===== src/rtl/writeback_stage.sv =====
// -----------------------------------------------------------------------------
// writeback_stage
//
// Registered, handshaked writeback stage for the NPC core. It accepts one
// retiring instruction from MEM. A load waits here for its memory response,
// and the stage then aligns the load data and sign- or zero-extends it. The
// stage selects one of four writeback sources and drives the register-file
// write port together with a one-cycle commit pulse.
//
// Optional feature (compile-time macro WRITEBACK_MEM_TIMEOUT_EN):
//   A watchdog on WAIT_MEM. After TIMEOUT_CYCLES response-less cycles it
//   raises mem_timeout for one cycle and commits the load with data 0.
//   Without the macro, mem_timeout is tied to 0 and a load waits forever.
//
// Ports:
//   clk, rst           clock; synchronous active-high reset
//   in_valid/in_ready  upstream handshake (in_ready low only in WAIT_MEM)
//   in_alu_result      ALU result, also the load byte address
//   in_snpc            static next PC
//   in_csr_rdata       CSR read data
//   in_wbsel           0 ALU, 1 SNPC, 2 MEM, 3 CSR
//   in_rd, in_wen      destination register and its write enable
//   in_is_load         entry must wait for mem_rvalid
//   in_funct3          load type
//   in_pc              instruction PC
//   mem_rvalid         one-cycle load data valid pulse
//   mem_rdata          raw aligned word/doubleword
//   rf_wen/rf_waddr/rf_wdata  register-file write port (valid in COMMIT)
//   commit_valid/commit_pc    retirement pulse and its PC
//   mem_timeout        watchdog pulse (0 without the optional feature)
// -----------------------------------------------------------------------------
module writeback_stage #(
  parameter int XLEN           = 32,
  parameter int REG_AW         = 5,
  parameter int TIMEOUT_CYCLES = 255
) (
  input  logic              clk,
  input  logic              rst,
  input  logic              in_valid,
  output logic              in_ready,
  input  logic [XLEN-1:0]   in_alu_result,
  input  logic [XLEN-1:0]   in_snpc,
  input  logic [XLEN-1:0]   in_csr_rdata,
  input  logic [1:0]        in_wbsel,
  input  logic [REG_AW-1:0] in_rd,
  input  logic              in_wen,
  input  logic              in_is_load,
  input  logic [2:0]        in_funct3,
  input  logic [XLEN-1:0]   in_pc,
  input  logic              mem_rvalid,
  input  logic [XLEN-1:0]   mem_rdata,
  output logic              rf_wen,
  output logic [REG_AW-1:0] rf_waddr,
  output logic [XLEN-1:0]   rf_wdata,
  output logic              commit_valid,
  output logic [XLEN-1:0]   commit_pc,
  output logic              mem_timeout
);

  // Byte-offset width inside one memory beat: 2 for RV32, 3 for RV64.
  localparam int OFFW = $clog2(XLEN / 8);

  typedef enum logic [1:0] {
    IDLE     = 2'd0,
    WAIT_MEM = 2'd1,
    COMMIT   = 2'd2
  } state_t;

  state_t state_reg;

  // Entry fields that are latched on accept.
  logic [XLEN-1:0]   alu_reg;
  logic [XLEN-1:0]   snpc_reg;
  logic [XLEN-1:0]   csr_reg;
  logic [XLEN-1:0]   pc_reg;
  logic [1:0]        wbsel_reg;
  logic [REG_AW-1:0] rd_reg;
  logic              wen_reg;
  logic [2:0]        funct3_reg;

  // Registered outputs.
  logic              in_ready_reg;
  logic              rf_wen_reg;
  logic [REG_AW-1:0] rf_waddr_reg;
  logic [XLEN-1:0]   rf_wdata_reg;
  logic              commit_valid_reg;
  logic [XLEN-1:0]   commit_pc_reg;

  logic accept;
  assign accept = in_valid && in_ready_reg;

  // ---------------------------------------------------------------------------
  // Load extraction. This uses the latched address and funct3. It is only
  // meaningful in WAIT_MEM, which is the only state that consumes it.
  // ---------------------------------------------------------------------------
  logic [OFFW-1:0] off;
  logic [OFFW-1:0] off_h;
  logic [OFFW-1:0] off_w;
  logic [7:0]      byte_val;
  logic [15:0]     half_val;
  logic [31:0]     word_val;
  logic [XLEN-1:0] word_sext;
  logic [XLEN-1:0] word_zext;
  logic [XLEN-1:0] load_ext;

  always_comb begin
    off   = alu_reg[OFFW-1:0];
    // Halfword and word accesses ignore the low offset bits.
    off_h = off & ~OFFW'(1);
    off_w = off & ~OFFW'(3);
    byte_val = 8'(mem_rdata >> {off, 3'b000});
    half_val = 16'(mem_rdata >> {off_h, 3'b000});
    word_val = 32'(mem_rdata >> {off_w, 3'b000});
  end

  generate
    if (XLEN == 64) begin : g_rv64_word
      assign word_sext = {{32{word_val[31]}}, word_val};
      assign word_zext = {32'b0, word_val};
    end else begin : g_rv32_word
      // A word is the full beat on RV32. LWU does not exist there, so it
      // takes the raw-data path.
      assign word_sext = word_val;
      assign word_zext = mem_rdata;
    end
  endgenerate

  always_comb begin
    case (funct3_reg)
      3'b000:  load_ext = {{(XLEN-8){byte_val[7]}}, byte_val};
      3'b100:  load_ext = {{(XLEN-8){1'b0}}, byte_val};
      3'b001:  load_ext = {{(XLEN-16){half_val[15]}}, half_val};
      3'b101:  load_ext = {{(XLEN-16){1'b0}}, half_val};
      3'b010:  load_ext = word_sext;
      3'b110:  load_ext = word_zext;
      // LD is the raw beat on RV64. On RV32 it falls into the raw path too.
      default: load_ext = mem_rdata;
    endcase
  end

  function automatic logic [XLEN-1:0] wb_select(
    input logic [1:0]      sel,
    input logic [XLEN-1:0] alu_v,
    input logic [XLEN-1:0] snpc_v,
    input logic [XLEN-1:0] load_v,
    input logic [XLEN-1:0] csr_v
  );
    case (sel)
      2'd0:    return alu_v;
      2'd1:    return snpc_v;
      2'd2:    return load_v;
      default: return csr_v;
    endcase
  endfunction

`ifdef WRITEBACK_MEM_TIMEOUT_EN
  // Counter width tracks TIMEOUT_CYCLES and is clamped to 8..32 bits.
  localparam int TW_RAW = $clog2(TIMEOUT_CYCLES + 1);
  localparam int TW     = (TW_RAW < 8) ? 8 : ((TW_RAW > 32) ? 32 : TW_RAW);

  logic [TW-1:0] tmo_cnt_reg;
  logic          mem_timeout_reg;
  logic          tmo_hit;

  // This compares against TIMEOUT_CYCLES-1 because the check happens on the
  // response-less cycle whose increment would take the count to the limit.
  assign tmo_hit = (tmo_cnt_reg == TW'(TIMEOUT_CYCLES - 1));
`endif

  // ---------------------------------------------------------------------------
  // FSM and registered outputs. The commit outputs are loaded on the edge that
  // enters COMMIT and are cleared on every other edge. This makes them a
  // single-cycle pulse with zeroed data outside COMMIT.
  // ---------------------------------------------------------------------------
  always_ff @(posedge clk) begin
    if (rst) begin
      state_reg        <= IDLE;
      alu_reg          <= '0;
      snpc_reg         <= '0;
      csr_reg          <= '0;
      pc_reg           <= '0;
      wbsel_reg        <= '0;
      rd_reg           <= '0;
      wen_reg          <= 1'b0;
      funct3_reg       <= '0;
      in_ready_reg     <= 1'b1;
      rf_wen_reg       <= 1'b0;
      rf_waddr_reg     <= '0;
      rf_wdata_reg     <= '0;
      commit_valid_reg <= 1'b0;
      commit_pc_reg    <= '0;
`ifdef WRITEBACK_MEM_TIMEOUT_EN
      tmo_cnt_reg      <= '0;
      mem_timeout_reg  <= 1'b0;
`endif
    end else begin
      rf_wen_reg       <= 1'b0;
      rf_waddr_reg     <= '0;
      rf_wdata_reg     <= '0;
      commit_valid_reg <= 1'b0;
      commit_pc_reg    <= '0;
`ifdef WRITEBACK_MEM_TIMEOUT_EN
      mem_timeout_reg  <= 1'b0;
`endif

      case (state_reg)
        IDLE, COMMIT: begin
          if (accept) begin
            alu_reg    <= in_alu_result;
            snpc_reg   <= in_snpc;
            csr_reg    <= in_csr_rdata;
            pc_reg     <= in_pc;
            wbsel_reg  <= in_wbsel;
            rd_reg     <= in_rd;
            wen_reg    <= in_wen;
            funct3_reg <= in_funct3;
            if (in_is_load) begin
              state_reg    <= WAIT_MEM;
              in_ready_reg <= 1'b0;
`ifdef WRITEBACK_MEM_TIMEOUT_EN
              tmo_cnt_reg  <= '0;
`endif
            end else begin
              // A non-load commits straight from the incoming fields. A MEM
              // select without a load has no data, so it writes 0.
              state_reg        <= COMMIT;
              in_ready_reg     <= 1'b1;
              commit_valid_reg <= 1'b1;
              commit_pc_reg    <= in_pc;
              rf_wen_reg       <= in_wen && (in_rd != '0);
              rf_waddr_reg     <= in_rd;
              rf_wdata_reg     <= wb_select(in_wbsel, in_alu_result, in_snpc,
                                            '0, in_csr_rdata);
            end
          end else begin
            state_reg    <= IDLE;
            in_ready_reg <= 1'b1;
          end
        end

        WAIT_MEM: begin
          if (mem_rvalid) begin
            state_reg        <= COMMIT;
            in_ready_reg     <= 1'b1;
            commit_valid_reg <= 1'b1;
            commit_pc_reg    <= pc_reg;
            rf_wen_reg       <= wen_reg && (rd_reg != '0);
            rf_waddr_reg     <= rd_reg;
            rf_wdata_reg     <= wb_select(wbsel_reg, alu_reg, snpc_reg,
                                          load_ext, csr_reg);
          end
`ifdef WRITEBACK_MEM_TIMEOUT_EN
          else if (tmo_hit) begin
            state_reg        <= COMMIT;
            in_ready_reg     <= 1'b1;
            mem_timeout_reg  <= 1'b1;
            commit_valid_reg <= 1'b1;
            commit_pc_reg    <= pc_reg;
            rf_wen_reg       <= wen_reg && (rd_reg != '0);
            rf_waddr_reg     <= rd_reg;
            rf_wdata_reg     <= wb_select(wbsel_reg, alu_reg, snpc_reg,
                                          '0, csr_reg);
          end else begin
            tmo_cnt_reg <= tmo_cnt_reg + 1'b1;
          end
`endif
        end

        default: begin
          state_reg    <= IDLE;
          in_ready_reg <= 1'b1;
        end
      endcase
    end
  end

  assign in_ready     = in_ready_reg;
  assign rf_wen       = rf_wen_reg;
  assign rf_waddr     = rf_waddr_reg;
  assign rf_wdata     = rf_wdata_reg;
  assign commit_valid = commit_valid_reg;
  assign commit_pc    = commit_pc_reg;

`ifdef WRITEBACK_MEM_TIMEOUT_EN
  assign mem_timeout = mem_timeout_reg;
`else
  assign mem_timeout = 1'b0;
`endif

endmodule


===== config.mk =====
export PLATFORM = sky130hd
export DESIGN_NAME = writeback_stage
export DESIGN_NICKNAME = d
export VERILOG_FILES = /design/src/rtl/writeback_stage.sv
export SDC_FILE = /design/constraint.sdc
export NUM_CORES = 1
export LEC_CHECK = 0
export ABC_AREA = 1
export BUFFER_PORTS_ARGS = -buffer_cell sky130_fd_sc_hd__buf_2
export CORE_UTILIZATION = 49
export CTS_CLUSTER_SIZE = 30
export DETAILED_ROUTE_END_ITERATION = 10
export GPL_ROUTABILITY_DRIVEN = 0
export PLACE_DENSITY = 0.74
export SETUP_SLACK_MARGIN = 0.1
export SYNTH_ARGS = -nofsm -noshare
export SYNTH_HDL_FRONTEND = slang
export SYNTH_SLANG_ARGS = --single-unit

===== constraint.sdc =====
create_clock -name clk -period 3.4 [get_ports clk]
set_input_delay 0.85 -clock clk [delete_from_list [all_inputs] [get_ports clk]]
set_output_delay 0.85 -clock clk [all_outputs]
set_load 0.01 [all_outputs]

==> results.md <==
- The largest driver fanout on the critical path is 34.
- At the worst endpoint, the required time is about 3800 ps.
- The areal power density over the cells is 552.7 nW/µm².
- The buffering stage count on the worst path with inverters included is 1.
- The share of cells above drive strength 1 is approximately a fifth.
- Setup repair after global routing left no endpoint under its margin.
- The count of unique library cells instantiated by Yosys is 30.
- The total count of max-transition violations in the final report is 0.
- The setup skew after layout is roughly 11 ps.
- The power spent charging and discharging nets is between 0.0015 and 0.002 W.
- The number of nets in the synthesized netlist is roughly 1600.
- The cell-internal power is roughly 0.0047 W.
- The floorplan step set the die height to around 140 µm.
- STA classifies the critical path endpoint as a flip-flop.
- Using the TritonRoute via totals, the vias-per-cell ratio works out to approximately 5.3.
- The aggregate routed wire length is roughly 29000 µm.
- The largest net degree at the start of global routing is about 180.
- The first detailed-routing pass ran for 8 iterations.
- The worst setup path is launched from a flip-flop.
- The share of synthesized area in the top cell type comes to approximately 44%.
- Of the available clock period, the critical path in the final layout requires ~64%.
- The share of total power dissipated in sequential elements is between 40% and 50%.
- The cell with the largest stage delay on the worst path is clkinv_1.
- After synthesis the netlist holds a flip-flop and latch count of around 210.
- Yosys attributes the largest share of cell area to dfxtp_1 (44%), nand2_1 (12%), a21oi_1 (11%).
- The port buffer count is approximately 250.
- The number of buffers on the longest clock path is 3.
- The global-route wire length before repair is roughly 46000 µm.
- After layout, the minimum clock period comes to about 2200 ps.
- The Yosys step of the flow raised 0 warnings.
- The die is roughly 140 µm wide.
- In this run the number of cells on the critical path is 5.
- Sorting the synthesized cells by how often they occur yields nand2_1 (321), dfxtp_1 (213), a21oi_1 (209), nor2_1 (171), o21ai_0 (152).
- The floorplan step defined a core boundary enclosing ~19000 µm².
- In this run the remaining antenna-violating nets after routing total 0.
- After filler insertion, the fill cell instance count of the layout stands at ~1800.
- In the final layout, flip-flops and latches occupy ~4300 µm².
- The cell depth of the worst hold path is 2.
- The flow ran to the end, and the final reports show no timing, DRC or antenna violations.
- After synthesis, the share of flip-flops with an asynchronous set or reset is 0%.
- The area after detailed placement is roughly 11000 µm².
- The number of hold buffers added after CTS is 0.
- The number of flops mapped to enable cells by yosys is 0.
- The number of setup buffers added after CTS is 0.
- The worst pin sits at a relative slew slack of about a fifth.
- The number of violations reported at the end of detailed-routing iteration 0 is ~740.
- In the synthesized netlist the dominant register cell turns out to be dfxtp_1.
- The count of boundary I/O pins is 249.
- The largest total area in the synthesized netlist belongs to dfxtp_1.
- The fraction of power spent switching nets is between 20% and 30%.
- The number of antenna violations at the first check in global routing is 4.
- The cell count after synthesis came out at 1419.
- The die covers 20290 µm².
- In this design, the stage delay of the slowest critical-path cell is between 900 and 1000 ps.
- For this run, the total global-route usage over all layers was measured as between 20% and 30%.
- The worst hold-check slack is 449.9 ps.
- Based on the critical path, the design can be clocked at up to ~460 MHz.
- In this run the core area contains slightly above 50 standard-cell rows.
- Max-cap violations in this run came to 0.
- Walking the worst path, the cells encountered are nand2_1 > clkinv_1 > a21oi_1 > nand2_1 > a21oi_1.
- The area occupied by multi-input gates is between 4000 and 5000 µm².
- The clock buffer count from CTS is 24.
- The leading cell type by number of instances after synthesis is nand2_1.
- The total negative slack for setup checks is 0 ps.
- The final-report hold violation count is 0.
- The path depth of the worst reg2reg path is 5.
- The total number of clock tree sinks is about 210.
- Summing over every cut layer, the via total after detailed routing is approximately 10000.
- The fraction of the yosys area taken by sequential cells is between 40% and 50%.
- The final setup violation count is 0.
- The path class of the tightest hold or removal check is flip-flop to flip-flop.
- The combinational share of power is about 17%.
- Clock-pin slew was measured on the worst setup and hold paths at 60 ps.
- After the last flow step, the layout net total stands at approximately 1800.
- The via count of the first global-routing pass came to approximately 9000.
- The number of resized instances in the post-cts repair step is 0.
- The later pin in the worst-skew pair is clocked with a latency of around 520 ps.
- The remaining global-route overflow is 0.
- At the worst endpoint, the arrival time is 2610 ps.
- After synthesis the cells add up to between 9000 and 10000 µm².
- The final total power is between 0.006 and 0.007 W.
- The final routed wire length divided by cell count is approximately 16 µm.
- The CTS H-tree depth is 1.
- The worst voltage drop across the vdd grid is between 400 and 500 µV.
- The clock tree root buffer cell is clkbuf_16.
- The class of the most critical setup path is flip-flop to flip-flop.
- The actual transition at the worst max-transition pin is about 1200 ps.
- Summed over all cells, the static leakage comes to roughly 5.3 nW.
- The final non-filler cell area is roughly 12000 µm².
- The final HPWL from detailed placement is roughly 19000 µm.
- The area growth from synthesis to layout is 21.23%.
- In the routed design, unresolved DRC markers number 0.
- A synthesized cell averages a little under 7 µm².
- The TritonCTS clock tree is done.
- The cell type group with the largest total delay on the critical path is buffers and inverters.
- The starting utilization of the core area is 49.83%.
- The clock share of power is ~40%.
==> through the flow <==
step                utilization (%)  std cells  setup WS [ps]
global route                  60.39       1880           1035
global placement              56.34       1840           1122
finish                        60.40       1881           1218
floorplan                         -       1419           1558
CTS                           60.38       1879           1203
detailed placement            56.34       1840           1111
==> worst min-delay path, delay by kind of cell (launching register included) <==
| family | cells | cell delay [ps] |
|---|---|---|
| compound gates | 1 | 50 |
| buf+inv | 1 | 60 |
| flops | 1 | 290 |
==> power groups by stage <==
| stage | registers, W | clock network [W] | logic, W |
|---|---|---|---|
| detailed placement | 0.00284 | 0 | 0.00110 |
| finish | 0.00278 | 0.00259 | 0.00110 |
| floorplan | 0.00283 | 0 | 0.000746 |
| global placement | 0.00283 | 0 | 0.00108 |
| CTS | 0.00278 | 0.00263 | 0.00110 |
| global route | 0.00280 | 0.00272 | 0.00124 |
==> path summary, 6_finish.rpt <==
check	to	from	slack (ps)
worst max-delay path	rf_wdata[14]$_SDFF_PP0_	wbsel_reg[0]$_SDFFE_PP0P_	1220
worst min-delay path	csr_reg[4]$_SDFFE_PP0P_	csr_reg[4]$_SDFFE_PP0P_	450
worst max register to register	rf_wdata[14]$_SDFF_PP0_	wbsel_reg[0]$_SDFFE_PP0P_	1220
worst min register to register	csr_reg[4]$_SDFFE_PP0P_	csr_reg[4]$_SDFFE_PP0P_	450
==> final cells by class <==
type                            count  area share, %
Tap cell                          265          2.830
Clock inverter                      4         0.5980
Multi-Input combinational cell   1001          38.85
Antenna cell                        2        0.04271
Sequential cell                   213          36.39
Inverter                           97          3.139
Timing Repair Buffer              264          12.07
Clock buffer                       35          6.086
==> cell families after synthesis <==
group,after synthesis,synth area share [%]
flops,213,44.12
buf+inv,205,8.971
compound gates,409,22.11
simple gates,591,24.76
other cells,1,0.03880
==> layer usage <==
metal  vias to the layer above  part of all wire, %  GRT usage (%)
met1                      4544                   41          36.39
met4                         4                  2.4          9.111
met5                         -                0.086              0
li1                       4983                    -              -
met2                       424                   47          47.11
met3                        56                  9.5          6.561
==> layout by cell type (no fill, tap or decap), types with 2 or more instances in the layout <==
master	count
nor2_4	2
inv_2	5
o22ai_1	7
nor2_2	4
nand2_4	2
nand3_2	2
dfxtp_1	213
clkbuf_1	5
nand2_1	321
nor3_1	2
a21oi_1	209
buf_2	247
a31oi_1	27
nand2_2	5
a21oi_2	9
o211ai_1	4
buf_12	4
nor2_1	169
o21ai_0	152
bufinv_16	2
clkbuf_8	5
diode_2	2
inv_1	89
clkinv_2	3
buf_4	13
clkbuf_16	25
nand3_1	80
No activity file was read; power rests on OpenSTA's default activity.
